`src/rtl/pipe_hazard_ctrl.sv`:
```
// rtl/pipe_hazard_ctrl.sv - stall/flush sequencer for the 5-stage pipeline.
// Mealy control outputs from the registered hazard state; registered statistics and timeout.
module pipe_hazard_ctrl #(
  parameter int CNT_W       = 16,
  parameter int MEM_TIMEOUT = 16
) (
  input  logic             clk,
  input  logic             rst,
  input  logic [4:0]       ifid_rs,
  input  logic [4:0]       ifid_rt,
  input  logic             ifid_uses_rt,
  input  logic             idex_memread,
  input  logic [4:0]       idex_rt,
  input  logic             exmem_branch,
  input  logic             exmem_zero,
  input  logic             exmem_jump,
  input  logic             exmem_memread,
  input  logic             exmem_memwrite,
  input  logic             dmem_ready,
  output logic             pc_write,
  output logic             ifid_write,
  output logic             idex_write,
  output logic             exmem_write,
  output logic             pc_src,
  output logic             ifid_flush,
  output logic             idex_flush,
  output logic             exmem_flush,
  output logic             memwb_bubble,
  output logic [1:0]       state,
  output logic [CNT_W-1:0] stall_cnt,
  output logic [CNT_W-1:0] flush_cnt,
  output logic             mem_timeout
);

  typedef enum logic [1:0] {
    RUN      = 2'd0,
    MEM_WAIT = 2'd1,
    FLUSH    = 2'd2,
    STALL    = 2'd3
  } state_t;

  localparam int WAIT_W = $clog2(MEM_TIMEOUT + 1);
  localparam logic [WAIT_W-1:0] WAIT_MAX = WAIT_W'(MEM_TIMEOUT);

  state_t            state_q, state_d;
  logic [WAIT_W-1:0] wait_cnt;
  logic              taken, mem_busy, load_use;
  logic              stall_inc, flush_inc;

  assign taken    = (exmem_branch & exmem_zero) | exmem_jump;
  assign mem_busy = (exmem_memread | exmem_memwrite) & ~dmem_ready;
  assign load_use = idex_memread & (idex_rt != 5'd0) &
                    ((idex_rt == ifid_rs) | (ifid_uses_rt & (idex_rt == ifid_rt)));
  assign state    = state_q;

  // FLUSH masks taken and load_use (bubbles fill the stages); STALL masks load_use only.
  always_comb begin
    pc_write     = 1'b1;
    ifid_write   = 1'b1;
    idex_write   = 1'b1;
    exmem_write  = 1'b1;
    pc_src       = 1'b0;
    ifid_flush   = 1'b0;
    idex_flush   = 1'b0;
    exmem_flush  = 1'b0;
    memwb_bubble = 1'b0;
    state_d      = RUN;
    stall_inc    = 1'b0;
    flush_inc    = 1'b0;
    if (rst) begin
      pc_write     = 1'b0;
      ifid_write   = 1'b0;
      idex_write   = 1'b0;
      exmem_write  = 1'b0;
      ifid_flush   = 1'b1;
      idex_flush   = 1'b1;
      exmem_flush  = 1'b1;
      memwb_bubble = 1'b1;
    end else if (mem_busy) begin
      pc_write     = 1'b0;
      ifid_write   = 1'b0;
      idex_write   = 1'b0;
      exmem_write  = 1'b0;
      memwb_bubble = 1'b1;
      state_d      = MEM_WAIT;
      stall_inc    = 1'b1;
    end else if (taken && state_q != FLUSH) begin
      pc_src      = 1'b1;
      ifid_flush  = 1'b1;
      idex_flush  = 1'b1;
      exmem_flush = 1'b1;
      state_d     = FLUSH;
      flush_inc   = 1'b1;
    end else if (load_use && (state_q == RUN || state_q == MEM_WAIT)) begin
      pc_write   = 1'b0;
      ifid_write = 1'b0;
      idex_flush = 1'b1;
      state_d    = STALL;
      stall_inc  = 1'b1;
    end
  end

  always_ff @(posedge clk) begin
    if (rst) begin
      state_q     <= RUN;
      stall_cnt   <= '0;
      flush_cnt   <= '0;
      wait_cnt    <= '0;
      mem_timeout <= 1'b0;
    end else begin
      state_q <= state_d;
      if (stall_inc && stall_cnt != '1) stall_cnt <= stall_cnt + 1'b1;
      if (flush_inc && flush_cnt != '1) flush_cnt <= flush_cnt + 1'b1;
      // Wait counter saturates at the threshold so a long freeze cannot wrap it.
      if (mem_busy) begin
        if (wait_cnt != WAIT_MAX) wait_cnt <= wait_cnt + 1'b1;
        if (wait_cnt >= WAIT_MAX - 1'b1) mem_timeout <= 1'b1;
      end else begin
        wait_cnt <= '0;
      end
    end
  end

endmodule

```
`config.mk`:
```
export PLATFORM = sky130hd
export DESIGN_NAME = pipe_hazard_ctrl
export DESIGN_NICKNAME = d
export VERILOG_FILES = /design/src/rtl/pipe_hazard_ctrl.sv
export SDC_FILE = /design/constraint.sdc
export NUM_CORES = 1
export LEC_CHECK = 0
export BUFFER_PORTS_ARGS = -buffer_cell sky130_fd_sc_hd__clkbuf_2
export CAP_MARGIN = 30
export CORE_UTILIZATION = 45
export DETAILED_ROUTE_END_ITERATION = 16
export PLACE_DENSITY = 0.72
export SLEW_MARGIN = 20
export SYNTH_ARGS = -nofsm -noshare
export SYNTH_HDL_FRONTEND = slang
export SYNTH_SLANG_ARGS = --single-unit
```
`constraint.sdc`:
```
create_clock -name clk -period 4.95 [get_ports clk]
set_input_delay 0.495 -clock clk [delete_from_list [all_inputs] [get_ports clk]]
set_output_delay 0.495 -clock clk [all_outputs]
set_load 0.05 [all_outputs]
```
==> impl_metrics.env, run 1 <==
export IMPL_hold_violations=0
export IMPL_maxSlewHeadroom_pct=56.7
export IMPL_area_growth_synth_to_final_pct=22.1
export IMPL_cp_slowest_cell="or4_1"
export IMPL_netlist_area_um2=2100
export IMPL_dieHeight_um=70.3
export IMPL_die_area_um2=4940
export IMPL_synth_top_cells_by_area="dfxtp_1 38%, xor2_1 7.9%, nor2_1 4.5%"
export IMPL_grt_pass1_wl_mm=7.87
export IMPL_dp_slack_ns=2.19
export IMPL_yosysSeqAreaShare_pct=38.2
export IMPL_setup_slack_ns=2.40
export IMPL_required_ns=4.45
export IMPL_dp_cells=362
export IMPL_ir_worst_vdd_uv=130
export IMPL_cts_sinks=40
export IMPL_status="finished clean"
export IMPL_synth_top_area_share_pct=38.2
export IMPL_p_leak_nw=1.07
export IMPL_dieWidth_um=70.3
export IMPL_antenna_found_initial=0
export IMPL_cts_resized=0
export IMPL_routed_via_count=1995
export IMPL_fp_coreArea_um2=4410
export IMPL_ys_warn_count=0
export IMPL_r2r_start="stall_cnt[0]"
export IMPL_io_pins=69
export IMPL_synth_edf_count=0
export IMPL_vias_per_cell=5.39
export IMPL_place_hpwl_mm=3.52
export IMPL_final_core_util_pct=58.0
export IMPL_gr_usage_all_layers_pct=19.8
export IMPL_clockBufferDepth=2
export IMPL_cts_tree="built"
export IMPL_hold_path_startpoint="mem_timeout"
export IMPL_hold_class="reg2reg"
export IMPL_drt_wirelength_per_cell_um=12.5
export IMPL_fillers=397
export IMPL_drt_pass1_iter_count=5
export IMPL_grt_pass1_vias=1796
export IMPL_cts_made_buffers=5
export IMPL_cpMostUsedCell="clkbuf_2"
export IMPL_drv_cap=0
export IMPL_fin_crit_ns=2.55
export IMPL_start_util_pct=47.5
export IMPL_tightest_slew_ns=0.645
export IMPL_crit_type="in2out"
export IMPL_worstSkewPairLatency_ns=0.29
export IMPL_synth_common_cells="40 x dfxtp_1, 25 x nor2_1, 21 x nand2_1"
export IMPL_fin_nets=347
export IMPL_skew_ns=0.00398
export IMPL_drt_iter0_drc=99
export IMPL_post_synth_top_count_cell="dfxtp_1"
export IMPL_setup_viol=0
export IMPL_rows=24
export IMPL_setup_tns_ns=0
export IMPL_synth_top_area_cell="dfxtp_1"
export IMPL_cts_root_buf="clkbuf_8"
export IMPL_crit_arrival_ns=2.06
export IMPL_clk_pin_slew_ns=0.08
export IMPL_drcViolationCount=0
export IMPL_synthArstFlopShare_pct=0
export IMPL_start_kind="input port"
export IMPL_synth_distinct_cells=40
export IMPL_hold_buffers=0
export IMPL_finish_instance_area_um2=2560
export IMPL_crit_start="idex_rt[1]"
export IMPL_fin_cells=370
export IMPL_power_density_nw_per_um2=265
export IMPL_period_share_pct=51.6
export IMPL_drive_gt1_share_pct=25.8
export IMPL_place_congestion=0.769
export IMPL_fmax_mhz=391
export IMPL_portBuffers=68
export IMPL_path_cells="clkbuf_2, or4_1, o21ai_0, or2_2, inv_1, a21oi_1, clkbuf_2"
export IMPL_avgSynthCellArea_um2=8.35
export IMPL_crit_path_max_incr_delay_ns=0.51
export IMPL_synth_flop_cell="dfxtp_1"
export IMPL_end_kind="output pin"
export IMPL_syn_nets=281
export IMPL_synthCells=251
export IMPL_rsz0062_at_grt="false"
export IMPL_n_antenna_cell=0
export IMPL_grt_max_degree=31
export IMPL_ctsHtreeMaxLevel=2
export IMPL_dpl_instance_area_um2=2450
export IMPL_slew_violations=0
export IMPL_routed_wl_mm=4.62
export IMPL_ys_seq_elements=40
export IMPL_global_route_overflow_total=0
export IMPL_postCtsSetupBuffers=0
export IMPL_ant_nets=0
export IMPL_cp_max_fo=3
-- sequential cells by signal, indices dropped and copies added, names as in the netlist --
name / count
wait_cnt: 5
stall_cnt: 16
flush_cnt: 16
mem_timeout: 1
state: 2
-- final timing paths --
| path | endpoint | cells past startpoint | slack, ns |
|---|---|---|---|
| setup / recovery | pc_write | 7 | 2.40 |
| hold / removal | mem_timeout | 2 | 0.49 |
| setup reg to reg | stall_cnt[15] | 7 | 2.76 |
| hold reg to reg | mem_timeout | 2 | 0.49 |
-- layout make-up --
| type | instances | area [um^2] | share of cell area, % |
|---|---|---|---|
| multi-input cells | 192 | 1200 | 47.1 |
| flip-flops and latches | 40 | 801 | 31.3 |
| repair buffers | 69 | 348 | 13.6 |
| clock buffers | 6 | 72.6 | 2.83 |
| well taps | 52 | 65.1 | 2.54 |
| clock inverters | 2 | 35.0 | 1.37 |
| inverters | 9 | 33.8 | 1.32 |
-- logic make-up (layout without fill, tap and decap cells) --
group	Yosys count	after routing	synth area share, %
compound gates	47	47	14.6
xor+xnor	27	27	11.3
fa+ha+maj	5	5	2.98
buf+inv	19	86	4.36
flops	40	40	38.2
mux	3	3	1.43
simple gates	110	110	27.2
-- critical path: cells and delay by family --
family                 cells  cell delay [ns]
AND/OR/NAND/NOR            2             0.68
buffers and inverters      3             0.47
AO/OA/AOI/OAI              2             0.40
-- through the flow --
| stage | hold slack, ns | total power, mW |
|---|---|---|
| detailed placement | 0.471 | 0.424 |
| global route | 0.511 | 0.707 |
| CTS | 0.489 | 0.685 |
| finish | 0.488 | 0.678 |
| floorplan | 0.516 | 0.401 |
| global placement | 0.455 | 0.423 |
-- per-layer routing --
metal	part of all wire [%]	track usage (%)	vias up
met1	48	24.8	912
met4	1.4	6.22	0
met5	0	0	-
met2	47	32.4	41
met3	4.1	6.06	8
li1	-	-	1034
-- where the power goes --
group / leakage (nW) / switching (mW) / internal, mW / total, mW
combinational: 0.691 / 0.0604 / 0.0256 / 0.0860
sequential: 0.323 / 0.00426 / 0.325 / 0.329
clock: 0.0552 / 0.113 / 0.150 / 0.263
total: 1.07 / 0.178 / 0.500 / 0.678
-- layout by cell type, fill, tap and decap left out, types with 6 or more instances in the layout --
cell type and instances:
or3_1 6, dfxtp_1 40, nand3_1 15, clkbuf_2 68, xnor2_1 8, xor2_1 19, or4_1 6, nor3_1 6
o21ai_0 9, nor2_1 25, nand4_1 12, nand2_1 21, inv_1 9, a21oi_1 17, o31ai_1 6
(Power assumes the default switching activity.)
==> run 2: changes to the inputs <==
--- a/config.mk
+++ b/config.mk
@@ -5,11 +5,12 @@
 export SDC_FILE = /design/constraint.sdc
 export NUM_CORES = 1
 export LEC_CHECK = 0
+export ABC_AREA = 1
 export BUFFER_PORTS_ARGS = -buffer_cell sky130_fd_sc_hd__clkbuf_2
 export CAP_MARGIN = 30
 export CORE_UTILIZATION = 45
 export DETAILED_ROUTE_END_ITERATION = 16
-export PLACE_DENSITY = 0.72
+export PLACE_DENSITY = 0.71
 export SLEW_MARGIN = 20
 export SYNTH_ARGS = -nofsm -noshare
 export SYNTH_HDL_FRONTEND = slang
==> constraint.sdc (replaced) <==
create_clock -name clk -period 2.6 [get_ports clk]
set_input_delay 0.26 -clock clk [delete_from_list [all_inputs] [get_ports clk]]
set_output_delay 0.26 -clock clk [all_outputs]
set_load 0.05 [all_outputs]
==> run 2 against run 1 <==
Core utilization fell by 2.2 points; combinational power rose by 120%; wire length rose by 21%; sequential power rose by 90%; synthesized area rose by 17%; clock skew rose by 0.0012 ns; die area rose by 16%.
==> impl_metrics.env, run 2 <==
export IMPL_status="finished clean"
export IMPL_ys_seq_elements=40
export IMPL_crit_path_max_incr_delay_ns=0.47
export IMPL_synth_fa_ha_area_share_pct=2.56
export IMPL_clk_pin_slew_ns=0.07
export IMPL_mostFrequentLayoutCells="86 x nand2_1, 68 x clkbuf_2, 42 x nor2_1"
export IMPL_crit_start="stall_cnt[0]"
export IMPL_dp_cells=493
export IMPL_required_ns=2.82
export IMPL_synth_top_cells_by_area="dfxtp_1 33%, nand2_1 13%, nor2_1 6.4%"
export IMPL_die_area_um2=5740
export IMPL_cts_made_buffers=5
export IMPL_routed_via_count=2487
export IMPL_register_area_um2=801
export IMPL_cts_tree="built"
export IMPL_dieWidth_um=75.7
export IMPL_reg_top3="flush_cnt (16), stall_cnt (16), wait_cnt (5)"
export IMPL_area_growth_synth_to_final_pct=17.9
export IMPL_setup_viol=0
export IMPL_crit_buf_inv=0
export IMPL_hold_violations=0
export IMPL_crit_arrival_ns=2.23
export IMPL_internal_power_uw=853
export IMPL_fmax_mhz=498
export IMPL_synth_xor_xnor_area_share_pct=6.08
export IMPL_synth_edf_count=0
export IMPL_cts_sinks=40
export IMPL_avgSynthCellArea_um2=6.69
export IMPL_fillers=532
export IMPL_gr_usage_all_layers_pct=20.7
export IMPL_yosysSeqAreaShare_pct=32.7
export IMPL_start_kind="flop"
export IMPL_cp_slowest_cell="or2_1"
export IMPL_synthSimpleGateAreaFrac_pct=35.5
export IMPL_synth_common_cells="86 x nand2_1, 42 x nor2_1, 40 x dfxtp_1"
export IMPL_dieHeight_um=75.7
export IMPL_synth_top_area_cell="dfxtp_1"
export IMPL_path_cells="ha_1, nand4_2, nor2_4, nand4_1, or2_1, nand2_8, nand2_1, a21oi_2"
export IMPL_fp_coreArea_um2=5170
export IMPL_p_clk_share_pct=32.0
export IMPL_postCtsSetupBuffers=0
export IMPL_vias_per_cell=4.97
export IMPL_netlist_area_um2=2450
export IMPL_synth_flop_cell="dfxtp_1"
export IMPL_ys_warn_count=0
export IMPL_synth_top_area_share_pct=32.7
export IMPL_layout_commonest_cell="nand2_1"
export IMPL_tightest_slew_ns=0.660
export IMPL_pwr_share_comb_pct=15.8
export IMPL_r2r_start="stall_cnt[0]"
export IMPL_clockBufferDepth=2
export IMPL_cts_root_buf="clkbuf_8"
export IMPL_p_leak_nw=1.26
export IMPL_hold_class="in2reg"
export IMPL_slew_violations=0
export IMPL_worstSkewPairLatency_ns=0.28
export IMPL_synth_area_mux_share_pct=0
export IMPL_synthCells=366
export IMPL_synth_distinct_cells=35
export IMPL_drt_wirelength_per_cell_um=11.2
export IMPL_cp_max_fo=16
export IMPL_syn_nets=396
export IMPL_drive_gt1_share_pct=24.4
export IMPL_crit_type="reg2reg"
export IMPL_io_pins=69
export IMPL_period_share_pct=77.3
export IMPL_p_sw_uw=347
export IMPL_ir_worst_vdd_uv=258
export IMPL_fin_crit_ns=2.01
export IMPL_end_kind="flop"
export IMPL_cts_resized=0
export IMPL_p_sw_share_pct=28.9
export IMPL_hold_path_startpoint="rst"
export IMPL_drcViolationCount=0
export IMPL_cp_top_family="simple AND/OR/NAND/NOR gates"
export IMPL_antenna_found_initial=0
export IMPL_multi_input_area_um2=1380
export IMPL_post_synth_top_count_cell="nand2_1"
export IMPL_grt_max_degree=26
export IMPL_global_route_overflow_total=0
export IMPL_ant_nets=0
export IMPL_synthArstFlopShare_pct=0
export IMPL_maxSlewHeadroom_pct=56.0
export IMPL_rsz0062_at_grt="false"
export IMPL_p_seq_share_pct=52.2
export IMPL_fin_cells=500
export IMPL_grt_pass1_vias=2164
export IMPL_ctsHtreeMaxLevel=2
export IMPL_rows=26
export IMPL_setup_tns_ns=0
export IMPL_drt_pass1_iter_count=4
export IMPL_grt_pass1_wl_mm=9.22
export IMPL_power_density_nw_per_um2=416
export IMPL_skew_ns=0.00520
export IMPL_n_antenna_cell=0
export IMPL_hold_buffers=0
export IMPL_place_congestion=0.835
export IMPL_drt_iter0_drc=84
export IMPL_place_hpwl_mm=4.25
export IMPL_fin_nets=460
export IMPL_synth_compound_area_share_pct=12.4
export IMPL_routed_wl_mm=5.58
export IMPL_portBuffers=68
export IMPL_drv_cap=0
export IMPL_synth_top_family_by_area="simple AND/OR/NAND/NOR gates"
export IMPL_start_util_pct=47.3
run 2: cell count changes after synthesis, moves of 6 or more:
| cell | previous run | this run |
|---|---|---|
| a21oi_2 | 0 | 9 |
| inv_1 | 9 | 39 |
| inv_2 | 0 | 11 |
| nand2_1 | 21 | 86 |
| nand3_1 | 15 | 30 |
| nor2_1 | 25 | 42 |
| o21ai_1 | 0 | 9 |
| o31ai_1 | 6 | 0 |
| or3_1 | 6 | 0 |
| or4_1 | 6 | 0 |
| xnor2_1 | 8 | 2 |
run 2: kinds of logic after synthesis:
logic type,count (synthesis)
AND/OR/NAND/NOR,191
AO/OA/AOI/OAI,51
flip-flops,40
adder cells (fa/ha/maj),5
XOR/XNOR,17
buffers and inverters,62
run 2: final timing paths:
check / to / slack (ns) / cells past startpoint
worst min-delay path: state[1] / 0.28 / 4
worst max-delay path: stall_cnt[11] / 0.59 / 8
worst min register to register: wait_cnt[3] / 0.46 / 2
worst max register to register: stall_cnt[11] / 0.59 / 8
run 2: layout make-up:
cell class | instances | share of cell area, %
flip-flops and latches | 40 | 27.8
inverters | 50 | 6.50
repair buffers | 69 | 12.1
well taps | 70 | 3.04
clock buffers | 6 | 2.52
multi-input cells | 264 | 48.0
clock inverters | 1 | 0.173
run 2: worst register-to-register path, stage by stage, from the launching register on:
cell	delay [ns]
dfxtp_1	0.39
ha_1	0.25
nand4_2	0.17
nor2_4	0.15
nand4_1	0.09
or2_1	0.47
nand2_8	0.24
nand2_1	0.09
a21oi_2	0.12
run 2: routing by layer:
metal | vias to the layer above | part of all wire, % | GRT usage, %
met2 | 74 | 48 | 35.0
li1 | 1299 | - | -
met1 | 1109 | 46 | 26.9
met5 | - | 0 | 0
met3 | 5 | 5.3 | 3.84
met4 | 0 | 0.88 | 5.76
run 2: metrics by stage:
stage / hold WS [ns] / setup slack [ns] / instance area, um^2 / utilization [%] / power [mW]
floorplan: 0.439 / 0.00906 / 2450 / - / 0.783
finish: 0.280 / 0.591 / 2890 / 55.8 / 1.20
global route: 0.309 / 0.385 / 2890 / 55.8 / 1.26
detailed placement: 0.457 / 0.599 / 2810 / 54.3 / 0.831
global placement: 0.449 / 0.632 / 2810 / 54.3 / 0.828
CTS: 0.276 / 0.563 / 2890 / 55.8 / 1.22
run 2: power by group through the flow:
stage	logic [mW]	clock network, mW	registers [mW]
floorplan	0.122	0	0.660
global placement	0.188	0	0.640
detailed placement	0.190	0	0.641
CTS	0.191	0.400	0.626
global route	0.210	0.423	0.627
finish	0.189	0.384	0.626
